## config.mk

```make
export PLATFORM = sky130hd
export DESIGN_NAME = core_run_ctrl
export DESIGN_NICKNAME = d
export VERILOG_FILES = /design/src/rtl/core_run_ctrl.sv
export SDC_FILE = /design/constraint.sdc
export NUM_CORES = 1
export LEC_CHECK = 0
export ABC_AREA = 0
export CORE_MARGIN = 2
export CORE_UTILIZATION = 35
export CTS_CLUSTER_SIZE = 10
export DETAILED_ROUTE_END_ITERATION = 10
export PLACE_DENSITY = 0.58
export SETUP_SLACK_MARGIN = 0.02
export SYNTH_ARGS = -nofsm -noshare
export SYNTH_HDL_FRONTEND = slang
export SYNTH_SLANG_ARGS = --single-unit
```

## constraint.sdc

```tcl
create_clock -name clk -period 3.2 [get_ports clk]
set_input_delay 0.48 -clock clk [delete_from_list [all_inputs] [get_ports clk]]
set_output_delay 0.48 -clock clk [all_outputs]
set_load 0.05 [all_outputs]
```

## src/rtl/core_run_ctrl.sv

```systemverilog
// Run sequencer for the 9-bit RISC core.
// Services the host req/ack four-phase handshake: on a request it clears the
// core, enables execution and counts RUN cycles until halt or budget expiry,
// then holds ack until the host drops req. All outputs decode from registered
// state, so req and halt have no combinational path to any output.
module core_run_ctrl #(
  parameter int CLR_CYCLES = 2,
  parameter int CYCLE_W    = 16,
  parameter int MAX_CYCLES = 65535
) (
  input  logic               clk,
  input  logic               reset,
  input  logic               req,
  input  logic               halt,
  output logic               ack,
  output logic               busy,
  output logic               core_rst,
  output logic               core_en,
  output logic [CYCLE_W-1:0] cycle_cnt,
  output logic               timeout
);

  // Clear counter only needs to reach CLR_CYCLES-1.
  localparam int CLR_W = (CLR_CYCLES > 1) ? $clog2(CLR_CYCLES) : 1;
  localparam logic [CLR_W-1:0]   CLR_LAST = CLR_W'(CLR_CYCLES - 1);
  localparam logic [CYCLE_W:0]   MAX_VAL  = (CYCLE_W + 1)'(MAX_CYCLES);
  localparam logic [CYCLE_W-1:0] CNT_ONES = '1;

  typedef enum logic [1:0] {
    IDLE  = 2'd0,
    CLEAR = 2'd1,
    RUN   = 2'd2,
    DONE  = 2'd3
  } state_t;

  state_t             state_reg;
  logic [CLR_W-1:0]   clr_cnt_reg;
  logic [CYCLE_W-1:0] cycle_cnt_reg;
  logic               timeout_reg;

  // One bit wider than the counter so the budget compare cannot wrap.
  logic [CYCLE_W:0] cnt_plus1;
  logic             budget_hit;

  assign cnt_plus1  = {1'b0, cycle_cnt_reg} + {{CYCLE_W{1'b0}}, 1'b1};
  assign budget_hit = (cnt_plus1 == MAX_VAL);

  // Sequencer state, clear counter, cycle counter and timeout flag.
  always_ff @(posedge clk or negedge reset) begin
    if (!reset) begin
      state_reg     <= IDLE;
      clr_cnt_reg   <= '0;
      cycle_cnt_reg <= '0;
      timeout_reg   <= 1'b0;
    end else begin
      case (state_reg)
        IDLE: begin
          if (req) begin
            state_reg     <= CLEAR;
            clr_cnt_reg   <= '0;
            cycle_cnt_reg <= '0;
            timeout_reg   <= 1'b0;
          end
        end
        CLEAR: begin
          // Host abort outranks the clear counter.
          if (!req) begin
            state_reg <= IDLE;
          end else if (clr_cnt_reg == CLR_LAST) begin
            state_reg <= RUN;
          end else begin
            clr_cnt_reg <= clr_cnt_reg + 1'b1;
          end
        end
        RUN: begin
          // Abort leaves the count untouched; halt and expiry both count
          // the current cycle, and halt beats expiry on the same cycle.
          if (!req) begin
            state_reg <= IDLE;
          end else begin
            if (cycle_cnt_reg != CNT_ONES) begin
              cycle_cnt_reg <= cnt_plus1[CYCLE_W-1:0];
            end
            if (halt) begin
              state_reg <= DONE;
            end else if (budget_hit) begin
              state_reg   <= DONE;
              timeout_reg <= 1'b1;
            end
          end
        end
        DONE: begin
          if (!req) begin
            state_reg <= IDLE;
          end
        end
        default: begin
          state_reg <= IDLE;
        end
      endcase
    end
  end

  // Output decode from the registered state. DONE releases core_rst so the
  // host can read back core state after the run.
  assign ack       = (state_reg == DONE);
  assign busy      = (state_reg == CLEAR) || (state_reg == RUN);
  assign core_rst  = (state_reg == IDLE) || (state_reg == CLEAR);
  assign core_en   = (state_reg == RUN);
  assign cycle_cnt = cycle_cnt_reg;
  assign timeout   = timeout_reg;

endmodule
```

# ---- Yosys cells after proc, flatten, opt, wreduce, memory -nomap -nowiden
# Cells that the tools add are included.
dict set report word_totals {
  ff_bits 20
  input_bits 4
  output_inout_bits 21
  word_cells 49
}
dict set report classes {
  n_addsub 2
  eq_ne 14
  muxes 20
  reduce_logical 9
}
# op count
set ops {}
lappend ops {{$mux 16} 3}
lappend ops {{$pmux 16 s2} 1}
lappend ops {{$add 16x1->17 const B} 1}
lappend ops {{$eq 17x16->1 const B} 1}
lappend ops {{$ne 16x16->1 const B} 1}
lappend ops {{$mux 2} 7}
lappend ops {{$ne 2x2->1 const B} 5}
lappend ops {{$pmux 2 s4} 1}
lappend ops {{$reduce_and 4->1} 2}
lappend ops {{$mux 1} 6}
lappend ops {{$reduce_and 5->1} 1}
lappend ops {{$eq 2x2->1 const B} 2}
lappend ops {{$ne 2x1->1 const B} 2}
lappend ops {{$ne 4x3->1 const B} 1}
lappend ops {{$pmux 1 s2} 2}
lappend ops {{$reduce_bool 2->1} 2}
lappend ops {{$ne 3x3->1 const B} 1}
lappend ops {{$reduce_and 3->1} 1}
lappend ops {{$eq 2x1->1 const B} 1}
lappend ops {{$logic_not 2->1} 1}
lappend ops {{$logic_or 1x1->1} 2}
lappend ops {{$add 1x1->1 const B} 1}

# ---- Longest topological paths before layout
# Gate-level depths: netlist of run 1.
dict set report logic_depth {
  word_depth 6
  ltp_mapped 9
  ltp_nobuf 8
}

# ---- Worst setup path before layout of run 1
# No wires, ideal clock.
dict set report synth_path {
  path_kind {reg2reg}
  startpoint {register cycle_cnt_reg[0] (netlist: cycle_cnt[0])}
  endpoint {register cycle_cnt_reg[11] (netlist: cycle_cnt[11])}
  setup_time_ps 149
  arrival_time_ps 2377
  t_required_ps 3051
  path_slack_ps 673
  stages_incl_launch_ff 10
  path_buffers 2
  synth_period_minus_slack_ps 2527
  cell_sequence {dfrtp_1 -> ha_1 -> nand3_1 -> nor4_1 -> a31o_1 -> buf_4 -> buf_4 -> nor2_1 -> o21ai_1 -> o41ai_1}
}
dict set report synth_via {
  elab_chain_len 4
  word_cells_on_any_way 7
  classes_between {add/sub (1); eq/ne (2); mux (3); reduce/logical (1)}
}
# element line_no
set synth_rtl {}
lappend synth_rtl {{start: declaration} 38} ;# logic [CYCLE_W-1:0] cycle_cnt_reg;
lappend synth_rtl {{start signal: assignment} 82} ;# cycle_cnt_reg <= cnt_plus1[CYCLE_W-1:0];
lappend synth_rtl {{$add 16x1->17} 45} ;# assign cnt_plus1 = {1'b0, cycle_cnt_reg} + {{CYCLE_W{1'b0}}, 1'b1};
lappend synth_rtl {{$mux 16} 81} ;# if (cycle_cnt_reg != CNT_ONES) begin
lappend synth_rtl {{$mux 16} 78} ;# if (!req) begin
lappend synth_rtl {{$pmux 16 s2} 56} ;# case (state_reg)
# Several ways; a longest one is shown, not always the timed one. The select of a mux whose other input is x is not followed.
# A chain may end at the register's enable or synchronous reset.

# ---- Worst setup path in the final report of run 1
dict set report layout_path {
  startpoint {register cycle_cnt_reg[1] (netlist: cycle_cnt[1])}
  endpoint {register cycle_cnt_reg[1] (netlist: cycle_cnt[1])}
}
# The elaborated chain is that of the path after synthesis.

==> results of run 1 <==
## placed cells by master (no fill, tap or decap), drive strengths merged, types with 3 or more instances in the layout
cell,instances
and3,3
nand2,16
o41ai,4
ha,6
o31ai,8
nand4,6
o21ai,23
clkbuf,3
clkdlybuf4s50,24
inv,5
nand2b,3
nand3,6
dfrtp,20
nor2,17
o211ai,4
a21oi,8
## power by group
part | leakage (nW) | total (mW) | switching (mW) | internal, mW
sequential | 0.274 | 0.293 | 0.0196 | 0.273
combinational | 0.360 | 0.330 | 0.215 | 0.115
clock | 0.0216 | 0.168 | 0.0844 | 0.0839
## layout make-up
cell class	instances	area (sq um)	share of cell area [%]
Multi-Input combinational cell	129	792.0	47.49
Sequential cell	20	500.5	30.01
Timing Repair Buffer	26	255.2	15.30
Tap cell	48	60.06	3.601
Clock buffer	3	41.29	2.476
Inverter	5	18.77	1.125
## cell families after synthesis
group	count (synthesis)	synth area share (%)
compound gates	54	24.89
xor+xnor	2	1.272
flops	20	36.33
buf+inv	14	6.176
fa+ha+maj	6	5.449
simple gates	67	25.89
## stage by stage
step | std cells | instance area [sq um]
after global routing | 231 | 1668
after floorplan | 163 | 1378
after global placement | 228 | 1627
after detailed placement | 228 | 1627
after CTS | 231 | 1668
final | 231 | 1668
## per-layer routing
layer | vias up | part of all wire, %
met3 | 4 | 3.1
li1 | 640 | -
met4 | 0 | 1.4
met5 | - | 0
met1 | 646 | 51
met2 | 28 | 44
## worst max path at each step
stage	from	end	cells past startpoint
4_1_cts	cycle_cnt[0]	cycle_cnt[0]	8
2_1_floorplan	cycle_cnt[0]	cycle_cnt[11]	9
6_report	cycle_cnt[1]	cycle_cnt[1]	8
5_1_grt	cycle_cnt[1]	cycle_cnt[14]	7
3_5_place_dp	cycle_cnt[1]	cycle_cnt[0]	8
3_3_place_gp	cycle_cnt[0]	cycle_cnt[0]	8
==> impl_metrics.py, run 1 <==
metrics = {
    "die": {
        "initial_utilization_pct": 37.07,
        "ioPinCount": 25,
        "die_h_microns": 66.74,
        "fp.coreArea_sq_um": 3716,
        "fp.dieW_microns": 66.74,
        "die_area_sq_um": 4454,
        "rows": 22,
    },
    "global_route": {
        "grt_use_met3_pct": 2.027,
        "grt_pass1_wl_mm": 5.720,
        "top_usage_layer": "met2",
        "grtUsageMet1_pct": 24.68,
        "use_met2_pct": 25.00,
        "grtUsageTotal_pct": 16.77,
        "grt_max_degree": 28,
        "grt-ovfl-total": 0,
        "antenna_found_initial": 0,
        "grt_pass1_vias": 1180,
    },
    "synthesis": {
        "synth_cell_types": 41,
        "syn_area_per_cell_sq_um": 8.451,
        "yosysTopAreaCell": "dfrtp_1",
        "yosysMostFrequentCell": "dfrtp_1",
        "synth-seq-area-share_pct": 36.33,
        "yosysTopAreaCellShare_pct": 36.33,
        "synthTopCellsByCount": "20 x dfrtp_1, 17 x nor2_1, 15 x nand2_1, 13 x o21ai_1, 9 x o21ai_0",
        "yosysWarnings": 0,
        "synthCells": 163,
        "synth_top_cells_by_area": "dfrtp_1 36%, ha_1 5.4%, o21ai_1 4.7%, nor2_1 4.6%, o31ai_1 4.4%",
        "syn_nets": 173,
        "synthArstFlopShare_pct": 100.0,
        "ys.flop_type": "dfrtp_1",
        "synth_area_sq_um": 1378,
        "synth_seq_cells": 20,
        "synth_edf_count": 0,
    },
    "routing": {
        "wire_per_inst_microns": 14.59,
        "ant_nets": 0,
        "via_count": 1318,
        "drt_first_pass_iters": 4,
        "drc": 0,
        "drtIter0Drc": 83,
        "vias_per_cell": 5.706,
        "wirelength_mm": 3.371,
    },
    "finish": {
        "largest_register_ffs": 16,
        "diodes": 0,
        "drive_gt1_share_pct": 6.011,
        "syn_to_final_growth_pct": 21.07,
        "fin_nets": 195,
        "fin_util_pct": 44.88,
        "final.fill_count": 395,
    },
    "power_and_ir_drop": {
        "p_leak_nw": 0.6561,
        "power_mw": 0.7908,
        "vdd_drop_max_mv": 0.2354,
        "p_per_area_nw_per_um2": 474.1,
    },
    "timing": {
        "finalHoldViolations": 0,
        "setup_ws_ns": 0.5310,
        "finClkSkew_ns": 0.005410,
        "hold_ws_ns": 0.5141,
        "fin_crit_ns": 2.669,
        "drv_slew": 0,
        "worst_pin_slew_ns": 1.186,
        "finalCritPeriodShare_pct": 83.41,
        "rsz0062_at_grt": "no",
        "maxSlewHeadroom_pct": 20.58,
        "max_clock_freq_ghz": 0.3747,
        "fin_setup_tns_ns": 0,
        "setup_viol": 0,
    },
    "worst_setup_path": {
        "critPathMaxStageDelay_ns": 0.53,
        "setup.worst_path.class": "reg -> reg",
        "cp_num_buf_inv": 1,
        "reg2reg_setup_slack_ns": 0.53,
        "critPathMaxFanout": 15,
        "reg2reg_from": "cycle_cnt[1]",
        "cp-end-kind": "flip-flop",
        "critPathTopFamily": "simple AND/OR/NAND/NOR gates",
        "r2r-end": "cycle_cnt[1]",
        "crit_path_start_kind": "flip-flop",
        "arrival_ns": 2.85,
        "path_cells": "ha_1 -> nand3_1 -> nor4_1 -> nand4_1 -> o211ai_1 -> buf_4 -> nand2_1 -> o21ai_1",
        "reg2regPathDepth": 8,
        "critPathSlowestCell": "o211ai_1",
        "crit_required_ns": 3.39,
    },
    "worst_hold_path": {
        "hold_depth": 1,
        "hold_start": "clr_cnt_reg",
        "holdPathEnd": "clr_cnt_reg",
        "hp-class": "reg -> reg",
    },
    "clock_network": {
        "cts_setup_buffers": 0,
        "ctsHoldBuffers": 0,
        "clock_latency_ns": 0.26,
        "cts_buffers": 3,
        "cts_sinks": 20,
        "cts_tree": "built",
        "root_buffer": "clkbuf_8",
        "htree_levels": 1,
        "cts_buffer_depth": 2,
        "clk_pin_slew_ns": 0.07,
        "cts_resized": 0,
    },
    "place": {
        "pre_cts_ws_ns": 0.5340,
        "portBuffers": 24,
        "gp_congestion": 0.8131,
        "place_hpwl_mm": 2.435,
    },
    "outcome": {
        "status": "completed",
    },
    "run": {
        "drv_cap": 0,
    },
}
No activity file was read; power rests on OpenSTA's default activity.
==> inputs of run 2 (changes only) <==
--- a/config.mk
+++ b/config.mk
@@ -10,7 +10,7 @@
 export CORE_UTILIZATION = 35
 export CTS_CLUSTER_SIZE = 10
 export DETAILED_ROUTE_END_ITERATION = 10
-export PLACE_DENSITY = 0.58
+export PLACE_DENSITY = 0.6
 export SETUP_SLACK_MARGIN = 0.02
 export SYNTH_ARGS = -nofsm -noshare
 export SYNTH_HDL_FRONTEND = slang
==> constraint.sdc (replaced) <==
create_clock -name clk -period 2.3 [get_ports clk]
set_input_delay 0.345 -clock clk [delete_from_list [all_inputs] [get_ports clk]]
set_output_delay 0.345 -clock clk [all_outputs]
set_load 0.05 [all_outputs]
==> run 2 against run 1 <==
First-iteration DRC count increased by 28%. Die area unchanged. Non-clock buffer count grew 7. Design area is 7.1% higher. Combinational power rose by 36%. Clock-buffer cell count unchanged. Worst hold slack got worse by 0.13 ns. Power grew 54%.
==> impl_metrics.py, run 2 (synthesis results as in run 1) <==
metrics = {
    "timing": {
        "fin_setup_tns_ns": 0,
        "worst_pin_slew_ns": 0.5063,
        "rsz0062_at_grt": "no",
        "hold_ws_ns": 0.3882,
        "max_clock_freq_ghz": 0.4617,
        "fin_crit_ns": 2.166,
        "setup_ws_ns": 0.1343,
        "drv_slew": 0,
        "maxSlewHeadroom_pct": 66.14,
        "finalCritPeriodShare_pct": 94.16,
        "setup_viol": 0,
        "finalHoldViolations": 0,
        "finClkSkew_ns": 0.008542,
    },
    "power_and_ir_drop": {
        "vdd_drop_max_mv": 0.5907,
        "p_leak_nw": 0.7004,
        "p_switching_mw": 0.4475,
        "power_mw": 1.216,
        "swShare_pct": 36.80,
        "intPower_mw": 0.7686,
        "pwr-share-clk_pct": 29.6,
        "share_seq_of_total_power_pct": 33.5,
        "p_comb_share_pct": 36.9,
        "p_per_area_nw_per_um2": 680.7,
    },
    "place": {
        "pre_cts_ws_ns": 0.1587,
        "gp_congestion": 0.7863,
        "placed_cell_area_sq_um": 1707,
        "place_hpwl_mm": 2.497,
        "dp_cells": 235,
        "portBuffers": 24,
    },
    "worst_setup_path": {
        "cp-end-kind": "primary output",
        "critPathMaxFanout": 5,
        "reg2reg_setup_slack_ns": 0.19,
        "arrival_ns": 1.82,
        "r2r-end": "state_reg[1]",
        "reg2reg_from": "cycle_cnt[0]",
        "reg2regPathDepth": 8,
        "crit_path_start_kind": "flip-flop",
        "setup.worst_path.class": "reg -> out",
        "crit_required_ns": 1.96,
    },
    "finish": {
        "fin_util_pct": 48.08,
        "drive_gt1_share_pct": 16.23,
        "stdcell_count": 239,
        "syn_to_final_growth_pct": 29.70,
        "final_common_cell": "clkdlybuf4s50_1",
        "diodes": 0,
        "layout_common_cells": "22 x clkdlybuf4s50_1, 17 x nor2_1, 15 x nand2_1, 13 x o21ai_1, 13 x dfrtp_1",
        "largest_register_ffs": 16,
        "finalInstanceArea_sq_um": 1787,
        "fin_nets": 202,
    },
    "run": {
        "drv_cap": 0,
    },
    "routing": {
        "ant_nets": 0,
        "vias_per_cell": 5.431,
        "drtIter0Drc": 106,
        "wirelength_mm": 3.341,
        "via_count": 1298,
        "wire_per_inst_microns": 13.98,
        "drc": 0,
        "drt_first_pass_iters": 4,
    },
    "worst_hold_path": {
        "hp-class": "in -> async",
    },
    "clock_network": {
        "cts_tree": "built",
        "root_buffer": "clkbuf_8",
        "cts_setup_buffers": 0,
        "cts_buffer_depth": 2,
        "htree_levels": 1,
        "cts_buffers": 3,
        "clock_latency_ns": 0.27,
        "cts_sinks": 20,
        "clk_pin_slew_ns": 0.08,
        "ctsHoldBuffers": 0,
    },
    "global_route": {
        "grt-ovfl-total": 0,
        "grt_pass1_vias": 1170,
        "antenna_found_initial": 0,
        "grtUsageTotal_pct": 16.42,
        "grt_max_degree": 28,
        "grt_pass1_wl_mm": 5.589,
    },
    "die": {
        "ioPinCount": 25,
        "initial_utilization_pct": 37.07,
        "die_area_sq_um": 4454,
        "die_h_microns": 66.74,
        "fp.coreArea_sq_um": 3716,
        "rows": 22,
        "fp.dieW_microns": 66.74,
    },
    "outcome": {
        "status": "completed",
    },
}
run 2: repair_timing:
| action | in CTS | in global routing |
|---|---|---|
| endpoints found under the hold margin | 0 | 0 |
| endpoints found under the setup margin | 1 | 3 |
| resized for setup | 1 | 2 |
run 2: power groups by stage:
stage	logic [mW]	registers, mW	clock network [mW]
5_1_grt	0.492	0.413	0.386
3_5_place_dp	0.459	0.414	0
2_1_floorplan	0.315	0.430	0
6_report	0.449	0.407	0.360
3_3_place_gp	0.452	0.412	0
4_1_cts	0.454	0.407	0.367
run 2: routing by layer:
| metal | vias up | wire, microns | track usage (%) |
|---|---|---|---|
| met5 | - | 0 | 0 |
| met4 | 0 | 7 | 3.061 |
| met3 | 2 | 150 | 4.392 |
| met2 | 27 | 1623 | 26.13 |
| met1 | 610 | 1560 | 22.47 |
| li1 | 659 | - | - |
run 2: area by class of cell:
class,count,area [sq um]
clock buffer,3,41.29
clock inverter,1,30.03
fill,361,1929
inverter,5,18.77
multi-input combinational,129,810.8
sequential,20,509.2
tap,48,60.06
timing repair buffer,33,316.6
run 2: how the worst max path moves through the flow:
stage / startpoint / endpoint / slack, ns
floorplan: cycle_cnt[1] / cycle_cnt[11] / 0.04
detailed placement: cycle_cnt[0] / state_reg[1] / 0.16
CTS: state_reg[1] / busy / 0.12
finish: state_reg[1] / busy / 0.13
global placement: cycle_cnt[0] / state_reg[1] / 0.21
global route: cycle_cnt[0] / state_reg[1] / 0.03
run 2: worst max-delay path, stage by stage, from the launching register on:
cell and delay (ns):
dfrtp_1 0.42, inv_1 0.08, ha_1 0.27, clkdlybuf4s50_1 0.79
